## config.mk

```make
export PLATFORM = sky130hd
export DESIGN_NAME = morse_playback
export DESIGN_NICKNAME = d
export VERILOG_FILES = /design/src/rtl/morse_pkg.sv /design/src/rtl/morse_unit_timer.sv /design/src/rtl/morse_playback.sv
export SDC_FILE = /design/constraint.sdc
export NUM_CORES = 1
export LEC_CHECK = 0
export ABC_AREA = 0
export CAP_MARGIN = 10
export CORE_MARGIN = 8
export CORE_UTILIZATION = 54
export DETAILED_ROUTE_END_ITERATION = 10
export DONT_BUFFER_PORTS = 1
export PLACE_DENSITY = 0.69
export SETUP_SLACK_MARGIN = 0.02
export SLEW_MARGIN = 20
export SYNTH_ARGS = -nofsm -noshare
export SYNTH_HDL_FRONTEND = slang
export SYNTH_HIERARCHICAL = 1
export SYNTH_SLANG_ARGS = --single-unit
```

## constraint.sdc

```tcl
create_clock -name clk -period 2.9 [get_ports clk]
set_input_delay 0.29 -clock clk [delete_from_list [all_inputs] [get_ports clk]]
set_output_delay 0.29 -clock clk [all_outputs]
set_load 0.01 [all_outputs]
```

## src/rtl/morse_pkg.sv

```systemverilog
// Shared encodings for the Morse playback path: symbol codes, unit
// durations for tones and silences, and the playback FSM state encoding.
package morse_pkg;

  // Width of the unit down-counter; the longest interval is 7 units.
  localparam int UNIT_CNT_W = 3;

  // Two-bit symbol codes packed five to a letter, first symbol in the MSBs.
  typedef enum logic [1:0] {
    SYM_END  = 2'b00,
    SYM_DOT  = 2'b01,
    SYM_DASH = 2'b10,
    SYM_WSP  = 2'b11
  } sym_e;

  typedef enum logic [2:0] {
    ST_IDLE,
    ST_LOAD,
    ST_TONE,
    ST_GAP,
    ST_DONE
  } state_e;

  // Durations in Morse units.
  localparam logic [UNIT_CNT_W-1:0] UNITS_DOT        = 3'd1;
  localparam logic [UNIT_CNT_W-1:0] UNITS_DASH       = 3'd3;
  localparam logic [UNIT_CNT_W-1:0] UNITS_SYM_GAP    = 3'd1;
  localparam logic [UNIT_CNT_W-1:0] UNITS_LETTER_GAP = 3'd3;
  localparam logic [UNIT_CNT_W-1:0] UNITS_WORD_GAP   = 3'd7;

  // Tone length for a dot or dash symbol.
  function automatic logic [UNIT_CNT_W-1:0] tone_units(input logic [1:0] sym);
    return (sym == SYM_DASH) ? UNITS_DASH : UNITS_DOT;
  endfunction

endpackage

```

## src/rtl/morse_unit_timer.sv

```systemverilog
// Interval timer counting whole Morse units. A load restarts the prescaler
// and sets the unit down-counter; expire_o is high during the final cycle
// of the loaded interval, so an interval of N units lasts N*UNIT_CYCLES cycles.
module morse_unit_timer
  import morse_pkg::*;
#(
  parameter int UNIT_CYCLES = 10
) (
  input  logic                  clk,
  input  logic                  Reset,
  input  logic                  load_i,
  input  logic [UNIT_CNT_W-1:0] units_i,
  output logic                  expire_o
);

  localparam int PW = (UNIT_CYCLES > 1) ? $clog2(UNIT_CYCLES) : 1;
  localparam logic [PW-1:0] PRE_LAST = PW'(UNIT_CYCLES - 1);

  logic [PW-1:0]         pre_q, pre_d;
  logic [UNIT_CNT_W-1:0] cnt_q, cnt_d;

  // Prescaler wraps every unit; the unit counter steps down on each wrap.
  always_comb begin
    pre_d = pre_q;
    cnt_d = cnt_q;
    if (load_i) begin
      pre_d = '0;
      cnt_d = units_i - 3'd1;
    end else if (pre_q == PRE_LAST) begin
      pre_d = '0;
      if (cnt_q != '0) begin
        cnt_d = cnt_q - 3'd1;
      end
    end else begin
      pre_d = pre_q + PW'(1);
    end
  end

  // Timer registers with synchronous clear.
  always_ff @(posedge clk) begin
    if (Reset) begin
      pre_q <= '0;
      cnt_q <= '0;
    end else begin
      pre_q <= pre_d;
      cnt_q <= cnt_d;
    end
  end

  assign expire_o = (pre_q == PRE_LAST) && (cnt_q == '0);

endmodule

```

## src/rtl/morse_playback.sv

```systemverilog
// Replays up to three latched letter codes as a timed Morse tone.
// The FSM walks a shifted copy of the current letter; the top two bits are
// always the symbol playing or pending. Empty letters are skipped by a
// combinational search, so no silence is added for them.
module morse_playback
  import morse_pkg::*;
#(
  parameter int UNIT_CYCLES = 10,
  parameter int SEQ_W       = 10,
  parameter int NUM_SEQS    = 3
) (
  input  logic                      clk,
  input  logic                      Reset,
  input  logic                      start,
  input  logic [SEQ_W*NUM_SEQS-1:0] store_seqs,
  input  logic [1:0]                seq_count,
  output logic                      tone,
  output logic                      dot_active,
  output logic                      dash_active,
  output logic                      busy,
  output logic [1:0]                cur_seq,
  output logic                      done
);

  localparam int SYMS = SEQ_W / 2;
  localparam logic [2:0] LAST_IDX = 3'(SYMS - 1);

  state_e                    state_q, state_d;
  logic [SEQ_W*NUM_SEQS-1:0] seqs_q, seqs_d;
  logic [1:0]                count_q, count_d;
  logic [1:0]                cur_q, cur_d;
  logic [SEQ_W-1:0]          letter_q, letter_d;
  logic [2:0]                idx_q, idx_d;
  logic                      tone_q, dot_q, dash_q, busy_q, done_q;

  logic                  tmr_load;
  logic [UNIT_CNT_W-1:0] tmr_units;
  logic                  tmr_expire;

  logic [1:0]       search_start;
  logic             next_found;
  logic [1:0]       next_sel;
  logic [SEQ_W-1:0] next_letter;
  logic [1:0]       shifted_sym;
  logic [1:0]       pending_sym;
  logic [1:0]       first_sym;
  logic             take_next;

  morse_unit_timer #(
    .UNIT_CYCLES(UNIT_CYCLES)
  ) u_timer (
    .clk     (clk),
    .Reset   (Reset),
    .load_i  (tmr_load),
    .units_i (tmr_units),
    .expire_o(tmr_expire)
  );

  // Find the lowest-indexed non-empty letter at or after the search start.
  always_comb begin
    search_start = (state_q == ST_LOAD) ? 2'd0 : cur_q + 2'd1;
    next_found   = 1'b0;
    next_sel     = 2'd0;
    next_letter  = '0;
    for (int j = NUM_SEQS - 1; j >= 0; j--) begin
      if ((j >= int'(search_start)) && (j < int'(count_q)) &&
          (seqs_q[SEQ_W*(NUM_SEQS-j)-1 -: 2] != SYM_END)) begin
        next_found  = 1'b1;
        next_sel    = 2'(j);
        next_letter = seqs_q[SEQ_W*(NUM_SEQS-j)-1 -: SEQ_W];
      end
    end
  end

  // Next-state logic: symbol sequencing, gap selection and timer loads.
  always_comb begin
    state_d   = state_q;
    seqs_d    = seqs_q;
    count_d   = count_q;
    cur_d     = cur_q;
    letter_d  = letter_q;
    idx_d     = idx_q;
    tmr_load  = 1'b0;
    tmr_units = UNITS_DOT;
    take_next = 1'b0;

    shifted_sym = (idx_q >= LAST_IDX) ? SYM_END : letter_q[SEQ_W-3 -: 2];
    pending_sym = (idx_q > LAST_IDX) ? SYM_END : letter_q[SEQ_W-1 -: 2];
    first_sym   = next_letter[SEQ_W-1 -: 2];

    case (state_q)
      ST_IDLE: begin
        if (start) begin
          state_d  = ST_LOAD;
          seqs_d   = store_seqs;
          count_d  = (int'(seq_count) > NUM_SEQS) ? 2'(NUM_SEQS) : seq_count;
          cur_d    = 2'd0;
          tmr_load = 1'b1;
        end
      end
      ST_LOAD: begin
        take_next = 1'b1;
      end
      ST_TONE: begin
        if (tmr_expire) begin
          tmr_load = 1'b1;
          letter_d = letter_q << 2;
          idx_d    = idx_q + 3'd1;
          case (shifted_sym)
            SYM_DOT, SYM_DASH: begin
              state_d   = ST_GAP;
              tmr_units = UNITS_SYM_GAP;
            end
            SYM_WSP: begin
              state_d   = ST_GAP;
              tmr_units = UNITS_WORD_GAP;
              letter_d  = letter_q << 4;
              idx_d     = idx_q + 3'd2;
            end
            default: begin
              if (next_found) begin
                state_d   = ST_GAP;
                tmr_units = UNITS_LETTER_GAP;
              end else begin
                state_d = ST_DONE;
              end
            end
          endcase
        end
      end
      ST_GAP: begin
        if (tmr_expire) begin
          tmr_load = 1'b1;
          case (pending_sym)
            SYM_DOT, SYM_DASH: begin
              state_d   = ST_TONE;
              tmr_units = tone_units(pending_sym);
            end
            SYM_WSP: begin
              state_d   = ST_GAP;
              tmr_units = UNITS_WORD_GAP;
              letter_d  = letter_q << 2;
              idx_d     = idx_q + 3'd1;
            end
            default: begin
              take_next = 1'b1;
            end
          endcase
        end
      end
      ST_DONE: begin
        state_d  = ST_IDLE;
        tmr_load = 1'b1;
      end
      default: begin
        state_d = ST_IDLE;
      end
    endcase

    if (take_next) begin
      tmr_load = 1'b1;
      if (next_found) begin
        cur_d = next_sel;
        if (first_sym == SYM_WSP) begin
          state_d   = ST_GAP;
          tmr_units = UNITS_WORD_GAP;
          letter_d  = next_letter << 2;
          idx_d     = 3'd1;
        end else begin
          state_d   = ST_TONE;
          tmr_units = tone_units(first_sym);
          letter_d  = next_letter;
          idx_d     = 3'd0;
        end
      end else begin
        state_d = ST_DONE;
      end
    end
  end

  // State, latched letters and registered outputs, all cleared by Reset.
  always_ff @(posedge clk) begin
    if (Reset) begin
      state_q  <= ST_IDLE;
      seqs_q   <= '0;
      count_q  <= '0;
      cur_q    <= '0;
      letter_q <= '0;
      idx_q    <= '0;
      tone_q   <= 1'b0;
      dot_q    <= 1'b0;
      dash_q   <= 1'b0;
      busy_q   <= 1'b0;
      done_q   <= 1'b0;
    end else begin
      state_q  <= state_d;
      seqs_q   <= seqs_d;
      count_q  <= count_d;
      cur_q    <= cur_d;
      letter_q <= letter_d;
      idx_q    <= idx_d;
      tone_q   <= (state_q == ST_TONE);
      dot_q    <= (state_q == ST_TONE) && (letter_q[SEQ_W-1 -: 2] == SYM_DOT);
      dash_q   <= (state_q == ST_TONE) && (letter_q[SEQ_W-1 -: 2] == SYM_DASH);
      busy_q   <= (state_d == ST_LOAD) || (state_d == ST_TONE) || (state_d == ST_GAP);
      done_q   <= (state_q == ST_DONE);
    end
  end

  assign tone        = tone_q;
  assign dot_active  = dot_q;
  assign dash_active = dash_q;
  assign busy        = busy_q;
  assign cur_seq     = cur_q;
  assign done        = done_q;

endmodule
```

==> flow_summary.json <==
{
  "status": "finished, final reports clean",
  "power_uw": 1880,
  "fin_crit_sh_pct": 90.3,
  "clockRootBuffer": "clkbuf_8",
  "final_common_cell": "nand2_1",
  "cts.htree.levels": 3,
  "setup-tns-final_ns": 0,
  "wl_per_cell_um": 16.3,
  "post_synth_main_area_contributors": "dfxtp_1 37%, a21oi_1 11%, nand2_1 9.3%",
  "drv_slew": 0,
  "skew_ns": 0.00588,
  "multi_input_area_sq_mm": 0.00193,
  "required_ns": 3.14,
  "routabilityCongestion": 0.857,
  "synth_top_area_cell": "dfxtp_1",
  "synth-edff-count": 0,
  "hp-class": "in2reg",
  "grt_max_degree": 63,
  "drcViolationCount": 0,
  "tightest_slew_ns": 0.543,
  "syn_area_sq_mm": 0.00336,
  "grt_pass1_wl_mm": 14.0,
  "coreArea_sq_mm": 0.00596,
  "leakage_uw": 0.00129,
  "arrival_ns": 2.86,
  "setup_violations": 0,
  "ys_seq_elements": 62,
  "syn_inst": 442,
  "drtPass1Iterations": 5,
  "start_util_pct": 56.4,
  "yosysSeqAreaShare_pct": 36.9,
  "async_flop_share_pct": 0,
  "ir_drop_mv": 0.333,
  "final-seq-area_sq_mm": 0.00124,
  "holdBufCountCts": 0,
  "vias": 3117,
  "slew_headroom_pct": 63.8,
  "crit_family": "simple AND/OR/NAND/NOR gates",
  "cap_violations": 0,
  "cts_tree": "yes",
  "power.density_mw_per_mm2": 520,
  "antenna_left": 0,
  "placement_rows": 28,
  "cts.sinks": 62,
  "clk_pin_slew_ns": 0.07,
  "final_cell_mix": "83 x nand2_1, 73 x a21oi_1, 62 x dfxtp_1",
  "wl_mm": 8.36,
  "port_buffers": 0,
  "die_h_um": 94.9,
  "cp_max_fo": 17,
  "areaGrowthSynthToFinish_pct": 7.30,
  "timing_hold_violations_final": 0,
  "clock_path_buffers": 2,
  "grt_antenna_before_repair": 0,
  "pin_count": 42,
  "path_buf_inv": 1,
  "grt_use_total_pct": 19.2,
  "critical_path_class": "reg2reg",
  "synth_fp_nets": 482,
  "syn_avg_cell_area_sq_um": 7.60,
  "drive_above_1_share_pct": 9.82,
  "fmax_ghz": 0.382,
  "slowest_stage": "dfxtp_1",
  "ys.flop_type": "dfxtp_1",
  "synth_cell_types": 65,
  "die_width_um": 94.9,
  "grt_overflow_total": 0,
  "period_minus_slack_ns": 2.62,
  "cp_cell_sequence": "ha_1, nand3b_1, nor3_1, buf_4, and2_1, nand4_1, o21ai_0, nand2_1, o21ai_0, or2b_1, a21oi_1, o41ai_2",
  "viasPerCell": 6.08,
  "dpl.hpwl_mm": 6.02,
  "yosysWarnings": 6,
  "cp_slowest_stage_delay_ns": 0.38,
  "rsz0062_at_grt": "false",
  "cts_setup_buffers": 0,
  "crit_top_cell": "o21ai_0",
  "first_global_vias": 3021,
  "endpoint_kind": "register",
  "cts_buffers": 9,
  "fill_cells": 585,
  "diodes": 0,
  "worstSetupStartpointType": "register",
  "fp.dieArea_sq_mm": 0.00900,
  "fin_nets": 473,
  "synth_top_area_share_pct": 36.9,
  "clk_latency_ns": 0.34,
  "drtIter0Drc": 211
}
[Yosys cell counts, types with 2 or more instances]
library cell	instances
a211oi_1	12
a21o_1	8
a21oi_1	73
a221oi_1	3
a222oi_1	2
a22o_1	2
a31oi_1	3
and2_1	2
and3_1	3
buf_2	6
buf_4	3
clkbuf_1	22
dfxtp_1	62
ha_1	5
inv_1	11
mux2_2	3
mux2i_1	5
nand2_1	83
nand2b_1	6
nand3_1	22
nand3b_1	5
nor2_1	24
nor2b_1	3
nor3_1	9
nor4_1	2
nor4b_1	3
o211ai_1	3
o21ai_0	11
o221ai_1	4
o22ai_1	3
or2_1	2
or2_2	2
xnor2_1	2
xor2_1	2
[per-layer routing]
layer | wire, um | GRT usage [%] | share of wire, %
met1 | 3810 | 25.2 | 46
met2 | 3840 | 29.3 | 46
met3 | 549 | 4.92 | 6.6
met4 | 163 | 7.67 | 1.9
met5 | 0 | 0 | 0
[cells by family (layout without fill, tap and decap cells)]
logic type / count (synthesis) / after routing / share of synthesized area, %
flops: 62 / 62 / 36.9
buf+inv: 44 / 40 / 5.70
compound gates: 140 / 140 / 26.8
mux: 8 / 8 / 2.50
fa+ha+maj: 5 / 5 / 1.86
simple gates: 178 / 178 / 25.1
other cells: 1 / 1 / 0.112
xor+xnor: 4 / 4 / 1.04
[path summary, 6_finish.rpt]
path	slack (ns)	start	cells past startpoint	to
max	0.28	u_timer/pre_q[0]$_SDFF_PP0_	12	u_timer/cnt_q[2]$_SDFFE_PP0P_
min	0.02	Reset	1	letter_q[8]$_SDFF_PP0_
max reg2reg	0.28	u_timer/pre_q[0]$_SDFF_PP0_	12	u_timer/cnt_q[2]$_SDFFE_PP0P_
min reg2reg	0.45	seqs_q[6]$_SDFFE_PP0P_	2	seqs_q[6]$_SDFFE_PP0P_
[flip-flops by register name, indices dropped and copies added, names as in the netlist]
register and count:
dot_active 1, tone 1, state_q 3, seqs_q 30, count_q 2, idx_q 3
dash_active 1, letter_q 10, u_timer/pre_q 4, done 1, u_timer/cnt_q 3, cur_seq 2
busy 1
[power breakdown]
part	switching (uW)	internal (uW)	leakage [uW]
sequential	34.5	894	0.000506
combinational	101	72.0	0.000688
clock	331	443	0.0000996
[timing repair]
action,in CTS,in global routing
hold endpoints to repair,0,0
setup endpoints to repair,0,1
gates resized for setup,0,1
[stage by stage]
step           setup slack, ns  instances  instance area, sq um  hold WS [ns]  util (%)
5_1_grt                 0.0223        513                  3600       0.00119      60.5
6_report                 0.280        513                  3600        0.0166      60.5
2_1_floorplan            0.315        442                  3360         0.363         -
3_5_place_dp             0.228        497                  3400         0.365      57.1
3_3_place_gp             0.317        497                  3400         0.364      57.1
4_1_cts                  0.205        513                  3600       0.00493      60.5
[final cells by class]
cell class                      count  area share (%)
Sequential cell                    62            34.4
Timing Repair Buffer               13            2.71
Clock inverter                      3            1.18
Multi-Input combinational cell    336            53.5
Clock buffer                       13            4.41
Inverter                           11            1.15
Tap cell                           75            2.60
(Power assumes the default switching activity.)
